<file path="src/rtl/game_state_ctrl.sv">
// game_state_ctrl: title/play/pause/death/win/game-over sequencer for the platformer.
// Ports: frame_clk, Reset (async, active-high); keycode[15:0] (two HID bytes),
//   hazard_hit, goal_reached in; state[2:0], Win, Dead, freeze, man_reset,
//   lives[1:0], time_left[6:0] out. Everything advances once per frame_clk edge.
module game_state_ctrl #(
  parameter int LIVES_INIT        = 3,
  parameter int TIME_LIMIT_SEC    = 99,
  parameter int FRAMES_PER_SEC    = 60,
  parameter int DEATH_HOLD_FRAMES = 120
) (
  input  logic        frame_clk,
  input  logic        Reset,
  input  logic [15:0] keycode,
  input  logic        hazard_hit,
  input  logic        goal_reached,
  output logic [2:0]  state,
  output logic        Win,
  output logic        Dead,
  output logic        freeze,
  output logic        man_reset,
  output logic [1:0]  lives,
  output logic [6:0]  time_left
);

  typedef enum logic [2:0] {
    TITLE     = 3'd0,
    RESPAWN   = 3'd1,
    PLAY      = 3'd2,
    PAUSE     = 3'd3,
    DYING     = 3'd4,
    WIN       = 3'd5,
    GAME_OVER = 3'd6
  } state_t;

  localparam logic [1:0] LIVES_RELOAD = 2'(LIVES_INIT);
  localparam logic [6:0] TIME_RELOAD  = 7'(TIME_LIMIT_SEC);
  localparam logic [5:0] SUB_LAST     = 6'(FRAMES_PER_SEC - 1);
  localparam logic [7:0] HOLD_RELOAD  = 8'(DEATH_HOLD_FRAMES - 1);

  localparam logic [7:0] KEY_ENTER = 8'h28;
  localparam logic [7:0] KEY_ESC   = 8'h29;

  state_t     cur;
  state_t     nxt;
  logic [7:0] hold_cnt;
  logic [5:0] sub_cnt;
  logic       enter_prev;
  logic       esc_prev;
  // Stays low for the first edge after reset so a key held through reset
  // (enter_prev cleared to 0) cannot masquerade as a fresh press.
  logic       key_armed;

  logic enter_dn;
  logic esc_dn;
  logic enter_press;
  logic esc_press;

  assign enter_dn    = (keycode[7:0] == KEY_ENTER) || (keycode[15:8] == KEY_ENTER);
  assign esc_dn      = (keycode[7:0] == KEY_ESC)   || (keycode[15:8] == KEY_ESC);
  assign enter_press = enter_dn && !enter_prev && key_armed;
  assign esc_press   = esc_dn   && !esc_prev   && key_armed;

  assign state = cur;

  always_comb begin
    nxt = cur;
    case (cur)
      TITLE:   if (enter_press) nxt = RESPAWN;
      RESPAWN: nxt = PLAY;
      PLAY: begin
        // Goal outranks hazard/time-out, which outrank pause.
        if (goal_reached)                           nxt = WIN;
        else if (hazard_hit || (time_left == 7'd0)) nxt = DYING;
        else if (esc_press)                         nxt = PAUSE;
      end
      PAUSE:   if (esc_press) nxt = PLAY;
      DYING:   if (hold_cnt == 8'd0) nxt = (lives == 2'd0) ? GAME_OVER : RESPAWN;
      WIN, GAME_OVER: if (enter_press) nxt = TITLE;
      default: nxt = TITLE;
    endcase
  end

  always_ff @(posedge frame_clk or posedge Reset) begin
    if (Reset) begin
      cur        <= TITLE;
      Win        <= 1'b0;
      Dead       <= 1'b0;
      freeze     <= 1'b1;
      man_reset  <= 1'b0;
      lives      <= LIVES_RELOAD;
      time_left  <= TIME_RELOAD;
      hold_cnt   <= 8'd0;
      sub_cnt    <= 6'd0;
      enter_prev <= 1'b0;
      esc_prev   <= 1'b0;
      key_armed  <= 1'b0;
    end else begin
      cur        <= nxt;
      enter_prev <= enter_dn;
      esc_prev   <= esc_dn;
      key_armed  <= 1'b1;

      // Outputs are registered from the next state so they match the state register.
      Win       <= (nxt == WIN);
      Dead      <= (nxt == DYING) || (nxt == GAME_OVER);
      freeze    <= (nxt == TITLE) || (nxt == PAUSE);
      man_reset <= (nxt == RESPAWN);

      // Level timer runs only while playing.
      if (cur == PLAY) begin
        if (sub_cnt == SUB_LAST) begin
          sub_cnt <= 6'd0;
          if (time_left != 7'd0) time_left <= time_left - 7'd1;
        end else begin
          sub_cnt <= sub_cnt + 6'd1;
        end
      end

      if ((nxt == RESPAWN) && (cur != RESPAWN)) sub_cnt <= 6'd0;

      if (cur == RESPAWN) begin
        time_left <= TIME_RELOAD;
        sub_cnt   <= 6'd0;
      end

      if ((nxt == DYING) && (cur != DYING)) begin
        if (lives != 2'd0) lives <= lives - 2'd1;
        hold_cnt <= HOLD_RELOAD;
      end else if ((cur == DYING) && (hold_cnt != 8'd0)) begin
        hold_cnt <= hold_cnt - 8'd1;
      end

      if (((cur == WIN) || (cur == GAME_OVER)) && (nxt == TITLE)) begin
        lives     <= LIVES_RELOAD;
        time_left <= TIME_RELOAD;
      end
    end
  end

endmodule

</file>
<file path="config.mk">
export PLATFORM = sky130hd
export DESIGN_NAME = game_state_ctrl
export DESIGN_NICKNAME = d
export VERILOG_FILES = /design/src/rtl/game_state_ctrl.sv
export SDC_FILE = /design/constraint.sdc
export NUM_CORES = 1
export LEC_CHECK = 0
export ABC_AREA = 1
export CAP_MARGIN = 20
export CORE_ASPECT_RATIO = 0.8
export CORE_MARGIN = 5
export CORE_UTILIZATION = 30
export DETAILED_ROUTE_END_ITERATION = 8
export GPL_ROUTABILITY_DRIVEN = 0
export HOLD_SLACK_MARGIN = 0.06
export PLACE_DENSITY = 0.59
export SYNTH_ARGS = -nofsm -noshare
export SYNTH_HDL_FRONTEND = slang
export SYNTH_SLANG_ARGS = --single-unit
</file>
<file path="constraint.sdc">
create_clock -name frame_clk -period 3.2 [get_ports frame_clk]
set_clock_uncertainty 0.2 [all_clocks]
set_input_delay 0.48 -clock frame_clk [delete_from_list [all_inputs] [get_ports frame_clk]]
set_output_delay 0.48 -clock frame_clk [all_outputs]
set_load 0.02 [all_outputs]
</file>
==> results of run 1 <==
[metrics by stage]
| step | cell area, um^2 | util [%] | power, mW | instances | setup slack [ps] |
|---|---|---|---|---|---|
| after floorplan | 2070 | - | 0.767 | 269 | 1080 |
| after global placement | 2530 | 37.3 | 0.872 | 392 | 706 |
| after detailed placement | 2530 | 37.3 | 0.874 | 392 | 689 |
| after CTS | 2650 | 39.0 | 1.29 | 400 | 985 |
| after global routing | 2650 | 39.0 | 1.38 | 400 | 804 |
| final | 2650 | 39.0 | 1.27 | 400 | 1010 |
[registers in the layout, indices dropped and copies added, names as in the netlist]
name / count
key_armed: 1
sub_cnt: 6
freeze: 1
Win: 1
enter_prev: 1
esc_prev: 1
man_reset: 1
state: 3
Dead: 1
hold_cnt: 8
time_left: 7
lives: 2
[worst max-delay path, cell delays in order (launching register included)]
cell and delay, ps:
sky130_fd_sc_hd__dfstp_2 540, sky130_fd_sc_hd__inv_1 60, sky130_fd_sc_hd__ha_1 220, sky130_fd_sc_hd__nand2_1 90, sky130_fd_sc_hd__nor2_2 50, sky130_fd_sc_hd__nand2_1 80
sky130_fd_sc_hd__nand3_1 90, sky130_fd_sc_hd__nand2_1 120, sky130_fd_sc_hd__nand3_4 130, sky130_fd_sc_hd__nor2_4 150, sky130_fd_sc_hd__nand4_4 150, sky130_fd_sc_hd__nand2_4 130
sky130_fd_sc_hd__inv_1 60, sky130_fd_sc_hd__nand3_1 60
[layout by cell type, fill, tap and decap left out, types with 2 or more instances in the layout]
| master | netlist | layout |
|---|---|---|
| sky130_fd_sc_hd__nor2_4 | 6 | 6 |
| sky130_fd_sc_hd__xor2_1 | 6 | 6 |
| sky130_fd_sc_hd__dfrtp_1 | 26 | 26 |
| sky130_fd_sc_hd__nand2_1 | 74 | 74 |
| sky130_fd_sc_hd__inv_1 | 43 | 43 |
| sky130_fd_sc_hd__a21oi_1 | 4 | 4 |
| sky130_fd_sc_hd__ha_1 | 4 | 4 |
| sky130_fd_sc_hd__nand4_2 | 2 | 2 |
| sky130_fd_sc_hd__nand2_4 | 2 | 2 |
| sky130_fd_sc_hd__inv_2 | 8 | 8 |
| sky130_fd_sc_hd__nor2_2 | 8 | 8 |
| sky130_fd_sc_hd__clkbuf_8 | 0 | 6 |
| sky130_fd_sc_hd__dfstp_2 | 7 | 7 |
| sky130_fd_sc_hd__o21ai_0 | 4 | 4 |
| sky130_fd_sc_hd__nand3_1 | 18 | 18 |
| sky130_fd_sc_hd__clkdlybuf4s50_1 | 0 | 35 |
| sky130_fd_sc_hd__nand4_1 | 7 | 7 |
| sky130_fd_sc_hd__xnor2_1 | 3 | 3 |
| sky130_fd_sc_hd__nor3_1 | 2 | 2 |
| sky130_fd_sc_hd__nand2_2 | 9 | 9 |
| sky130_fd_sc_hd__nor2_1 | 22 | 22 |
[worst max-delay path by stage]
stage / start / endpoint / cells after the start
6_report: time_left[0]$_DFFE_PP1P_ / time_left[0]$_DFFE_PP1P_ / 13
5_1_grt: keycode[14] / sub_cnt[5]$_DFFE_PP0P_ / 17
4_1_cts: time_left[0]$_DFFE_PP1P_ / time_left[0]$_DFFE_PP1P_ / 13
3_5_place_dp: keycode[13] / sub_cnt[5]$_DFFE_PP0P_ / 16
3_3_place_gp: keycode[13] / sub_cnt[3]$_DFFE_PP0P_ / 16
2_1_floorplan: time_left[0]$_DFFE_PP1P_ / time_left[5]$_DFFE_PP1P_ / 13
[synthesized netlist by cell type]
cell / n / area, um^2
sky130_fd_sc_hd__nand2_1: 74 / 278
sky130_fd_sc_hd__inv_1: 43 / 161
sky130_fd_sc_hd__dfrtp_1: 26 / 651
sky130_fd_sc_hd__nor2_1: 22 / 82.6
sky130_fd_sc_hd__nand3_1: 18 / 90.1
sky130_fd_sc_hd__nand2_2: 9 / 56.3
sky130_fd_sc_hd__inv_2: 8 / 30.0
sky130_fd_sc_hd__nor2_2: 8 / 50.1
sky130_fd_sc_hd__dfstp_2: 7 / 184
sky130_fd_sc_hd__nand4_1: 7 / 43.8
sky130_fd_sc_hd__nor2_4: 6 / 67.6
sky130_fd_sc_hd__xor2_1: 6 / 52.6
sky130_fd_sc_hd__a21oi_1: 4 / 20.0
sky130_fd_sc_hd__ha_1: 4 / 50.1
sky130_fd_sc_hd__o21ai_0: 4 / 20.0
sky130_fd_sc_hd__xnor2_1: 3 / 26.3
sky130_fd_sc_hd__nand2_4: 2 / 22.5
sky130_fd_sc_hd__nand4_2: 2 / 25.0
sky130_fd_sc_hd__nor3_1: 2 / 10.0
sky130_fd_sc_hd__a31oi_1: 1 / 6.26
sky130_fd_sc_hd__and3_2: 1 / 7.51
sky130_fd_sc_hd__and3b_1: 1 / 8.76
sky130_fd_sc_hd__conb_1: 1 / 3.75
sky130_fd_sc_hd__nand3_2: 1 / 10.0
sky130_fd_sc_hd__nand3_4: 1 / 17.5
sky130_fd_sc_hd__nand3b_1: 1 / 7.51
sky130_fd_sc_hd__nand4_4: 1 / 21.3
sky130_fd_sc_hd__nor2_8: 1 / 20.0
sky130_fd_sc_hd__nor3_4: 1 / 16.3
sky130_fd_sc_hd__o2111ai_1: 1 / 8.76
sky130_fd_sc_hd__o211ai_1: 1 / 7.51
sky130_fd_sc_hd__o21ai_1: 1 / 5.00
sky130_fd_sc_hd__or2_1: 1 / 6.26
[cell families after synthesis]
group / share of synthesized area (%)
AO/OA/AOI/OAI: 3.27
adder cells (fa/ha/maj): 2.42
AND/OR/NAND/NOR: 40.7
other: 0.181
flip-flops: 40.4
XOR/XNOR: 3.81
buffers and inverters: 9.26
[power by group]
part / total, mW / internal (mW) / switching, mW
Clock: 0.409 / 0.254 / 0.155
Combinational: 0.307 / 0.136 / 0.170
Sequential: 0.559 / 0.497 / 0.0627
[layer usage]
layer  routed length [um]  global-route usage (%)  part of all wire, %
met5                    0                       0                    0
met4                   78                    4.94                  1.8
met3                  372                    2.82                  8.6
met2                 1730                    15.2                   40
met1                 2150                    15.4                   50
[area by class of cell]
type,instances,area share (%)
clock buffers,7,3.26
well taps,87,4.11
multi-input cells,185,39.3
inverters,51,7.22
clock inverters,1,1.13
flip-flops and latches,33,31.5
repair buffers,36,13.5
==> impl_metrics.yaml, run 1 <==
detailed_routing:
  routed_via_density: 4.32
  route.vias.total: 1727
  first_pass_detailed_route_iteration_total: 4
  routed_wire_length_per_instance_um: 10.8
  drc_violations_left: 0
  antenna_left: 0
  routed_wl_mm: 4.33
  drt_iter0_markers: 54
floorplanning:
  start_util_pct: 30.4
  num_rows: 27
  io-pin-count: 36
  fp.dieArea_um2: 8660
  chipWidth_um: 103
  die_height_um: 84.2
  core_area_um2: 6790
synthesis:
  yosys_warning_count: 0
  netlist_area_um2: 2070
  yosys_register_bits: 33
  syn-num-nets: 293
  average_instance_area_after_synthesis_um2: 7.68
  postSynthCellCount: 269
  synthDistinctLibCells: 33
  synth-seq-area-share_pct: 40.4
final_layout:
  layout-drive-gt1-share_pct: 17.9
  flow.area_growth_from_synthesis_pct: 28.2
  multi_input_area_um2: 1040
  num-fill-cells: 693
  area.sequential_um2: 835
  nNetsFinal: 336
  diodes: 0
timing:
  tns_ps: 0
  tmin_final_ps: 2190
  timing.final.crit_share_pct: 68.4
  fmaxAchievable_mhz: 457
  finalSetupViolations: 0
  hold_viol_final: 0
  rsz0062_at_grt: "no"
  finalHoldWorstSlack_ps: 302
  drv_slew: 0
clocking:
  cts_root_buf: "sky130_fd_sc_hd__clkbuf_8"
  cts.repair.resized: 0
  tritoncts.num_buffers: 5
  postCtsSetupBuffers: 0
  cts.clk_slew.worst_paths_ps: 70
  cts_sinks: 33
  hold_buffers: 0
  clock_latency_ps: 280
  ctsLongestPathBuffers: 2
  tritoncts: "done"
  cts-htree-levels: 2
run_status:
  run_status: "completed"
power_and_ir_drop:
  worst_ir_drop_vdd_v: 0.000199
  leakagePower_nw: 1.32
  pwr_density_cell_nw_per_um2: 481
hold_path:
  hold_path_depth: 2
  min_from: "hold_cnt[0]$_DFFE_PP0P_"
  worstHoldPathType: "reg2reg"
  min_to: "hold_cnt[0]$_DFFE_PP0P_"
global_routing:
  global_route.usage.total_pct: 10.8
  first_pass_grt_wire_length_mm: 7.50
  first_global_vias: 1626
  grt.overflow.total: 0
  antenna_found_initial: 0
  grt_max_degree: 34
setup_path:
  rr_endpoint: "time_left[0]$_DFFE_PP1P_"
  critical_path_class: "reg2reg"
  worstReg2RegStart: "time_left[0]$_DFFE_PP1P_"
  kind_of_start_point_of_the_critical_path: "flip-flop"
  critical_path_peak_fanout: 7
  regToRegSetupSlack_ps: 1010
  critPathCaptureType: "flip-flop"
  worst_ep_required_time_ps: 3220
  r2r.worst_path.cells: 13
  crit_arrival_ps: 2210
place:
  place.port_buffers: 35
  dp_hpwl_mm: 3.33
run:
  max-cap-violations: 0
Note: power is estimated with default switching activity, not from simulation.
==> run 2: changes to the inputs <==
==> constraint.sdc (replaced) <==
create_clock -name frame_clk -period 2.2 [get_ports frame_clk]
set_clock_uncertainty 0.2 [all_clocks]
set_input_delay 0.33 -clock frame_clk [delete_from_list [all_inputs] [get_ports frame_clk]]
set_output_delay 0.33 -clock frame_clk [all_outputs]
set_load 0.02 [all_outputs]
==> run 2 against run 1 <==
Net effect:
- sequential power is 46% higher
- clock power is 67% higher
- non-clock buffer count is 16 higher
==> impl_metrics.yaml, run 2 (synthesized netlist as in run 1, its figures left out) <==
final_layout:
  largest_reg_flops: 8
  nNetsFinal: 352
  final_common_cell: "sky130_fd_sc_hd__nand2_1"
  layout.cells.most_common_list: "sky130_fd_sc_hd__nand2_1 (69), sky130_fd_sc_hd__inv_1 (37), sky130_fd_sc_hd__clkdlybuf4s50_1 (35)"
  flow.area_growth_from_synthesis_pct: 38.4
  post_layout_nonfiller_instances: 416
  layout-drive-gt1-share_pct: 27.7
  diodes: 0
  num-fill-cells: 701
  biggestRegsByFlops: "hold_cnt x8, time_left x7, sub_cnt x6"
  largest_register: "hold_cnt"
detailed_routing:
  antenna_left: 0
  route.vias.total: 1804
  first_pass_detailed_route_iteration_total: 4
  routed_via_density: 4.34
  routed_wire_length_per_instance_um: 11.2
  drt_iter0_markers: 57
  routed_wl_mm: 4.65
  drc_violations_left: 0
place:
  place.port_buffers: 35
  dp_hpwl_mm: 3.45
  dpl_cells: 403
setup_path:
  regToRegSetupSlack_ps: 100
  critical_path_peak_fanout: 7
  crit_arrival_ps: 2120
  critical_path_class: "reg2reg"
  kind_of_start_point_of_the_critical_path: "flip-flop"
  critPathCaptureType: "flip-flop"
  worst_ep_required_time_ps: 2220
global_routing:
  first_global_vias: 1701
  grt_max_degree: 34
  global_route.usage.total_pct: 11.1
  first_pass_grt_wire_length_mm: 7.63
  grt.overflow.total: 0
  antenna_found_initial: 0
clocking:
  clock_latency_ps: 290
  cts_sinks: 33
  cts.clk_slew.worst_paths_ps: 70
  tritoncts.num_buffers: 5
  cts_root_buf: "sky130_fd_sc_hd__clkbuf_8"
  tritoncts: "done"
  hold_buffers: 0
  ctsLongestPathBuffers: 2
  cts-htree-levels: 2
timing:
  drv_slew: 0
  hold_viol_final: 0
  finalSetupViolations: 0
  tmin_final_ps: 2100
  timing.final.crit_share_pct: 95.6
  finalHoldWorstSlack_ps: 231
  tns_ps: 0
  fmaxAchievable_mhz: 476
floorplanning:
  start_util_pct: 30.4
  io-pin-count: 36
  core_area_um2: 6790
  die_height_um: 84.2
  chipWidth_um: 103
  num_rows: 27
  fp.dieArea_um2: 8660
power_and_ir_drop:
  leakagePower_nw: 1.42
  worst_ir_drop_vdd_v: 0.000425
  pwr_density_cell_nw_per_um2: 702
run:
  max-cap-violations: 0
hold_path:
  worstHoldPathType: "in2async"
run_status:
  run_status: "completed"
[run 2: metal layers]
layer	track usage, %	vias to the layer above	share of wire [%]
met5	0	-	0
li1	-	951	-
met2	16.1	37	43
met3	2.99	5	6.3
met1	15.4	811	49
met4	4.94	0	1.8
[run 2: area by class of cell]
cell class | count | area (um^2) | area share [%]
multi-input cells | 185 | 1110 | 38.9
flip-flops and latches | 33 | 835 | 29.2
repair buffers | 52 | 478 | 16.7
inverters | 51 | 191 | 6.69
well taps | 87 | 109 | 3.81
clock buffers | 5 | 68.8 | 2.41
clock inverters | 3 | 65.1 | 2.27
[run 2: through the flow]
step                      setup slack (ps)  power (mW)  util, %  area (um^2)
after global routing                 -35.3        2.15     42.1         2860
after floorplan                       82.4        1.11        -         2070
after detailed placement              -122        1.29     38.5         2620
after CTS                             15.1        1.99     40.5         2750
after global placement               -93.9        1.28     38.5         2620
final                                 97.3        2.01     42.1         2860
[run 2: power by group]
group	internal (mW)	total (mW)	switching, mW	leakage, nW
combinational	0.236	0.509	0.273	0.944
clock	0.450	0.684	0.234	0.0681
sequential	0.722	0.815	0.0930	0.405
[run 2: timing repair]
| action | 4_1_cts | 5_1_grt |
|---|---|---|
| setup buffers | 0 | 5 |
| endpoints found under the setup margin | 0 | 18 |
| resized for setup | 0 | 23 |
[run 2: final timing paths]
check	start	end	cells after the start
setup / recovery	time_left[1]$_DFFE_PP1P_	time_left[5]$_DFFE_PP1P_	13
hold / removal	Reset	state[0]$_DFF_PP0_	3
setup reg to reg	time_left[1]$_DFFE_PP1P_	time_left[5]$_DFFE_PP1P_	13
hold reg to reg	time_left[6]$_DFFE_PP1P_	time_left[6]$_DFFE_PP1P_	2
max in group asynchronous	Reset	time_left[5]$_DFFE_PP1P_	3
min in group frame_clk	time_left[6]$_DFFE_PP1P_	time_left[6]$_DFFE_PP1P_	2
[run 2: worst max-delay path, stage by stage, from the launching register on]
cell	delay, ps
sky130_fd_sc_hd__dfstp_2	550
sky130_fd_sc_hd__inv_2	50
sky130_fd_sc_hd__ha_4	150
sky130_fd_sc_hd__nand2_2	80
sky130_fd_sc_hd__nor2_4	50
sky130_fd_sc_hd__nand2_2	90
sky130_fd_sc_hd__nand3_2	80
sky130_fd_sc_hd__nor2_1	120
sky130_fd_sc_hd__nor2_2	60
sky130_fd_sc_hd__nand2_4	110
sky130_fd_sc_hd__nor2_4	60
sky130_fd_sc_hd__nand4_4	110
sky130_fd_sc_hd__nand2_4	90
sky130_fd_sc_hd__or2_1	230
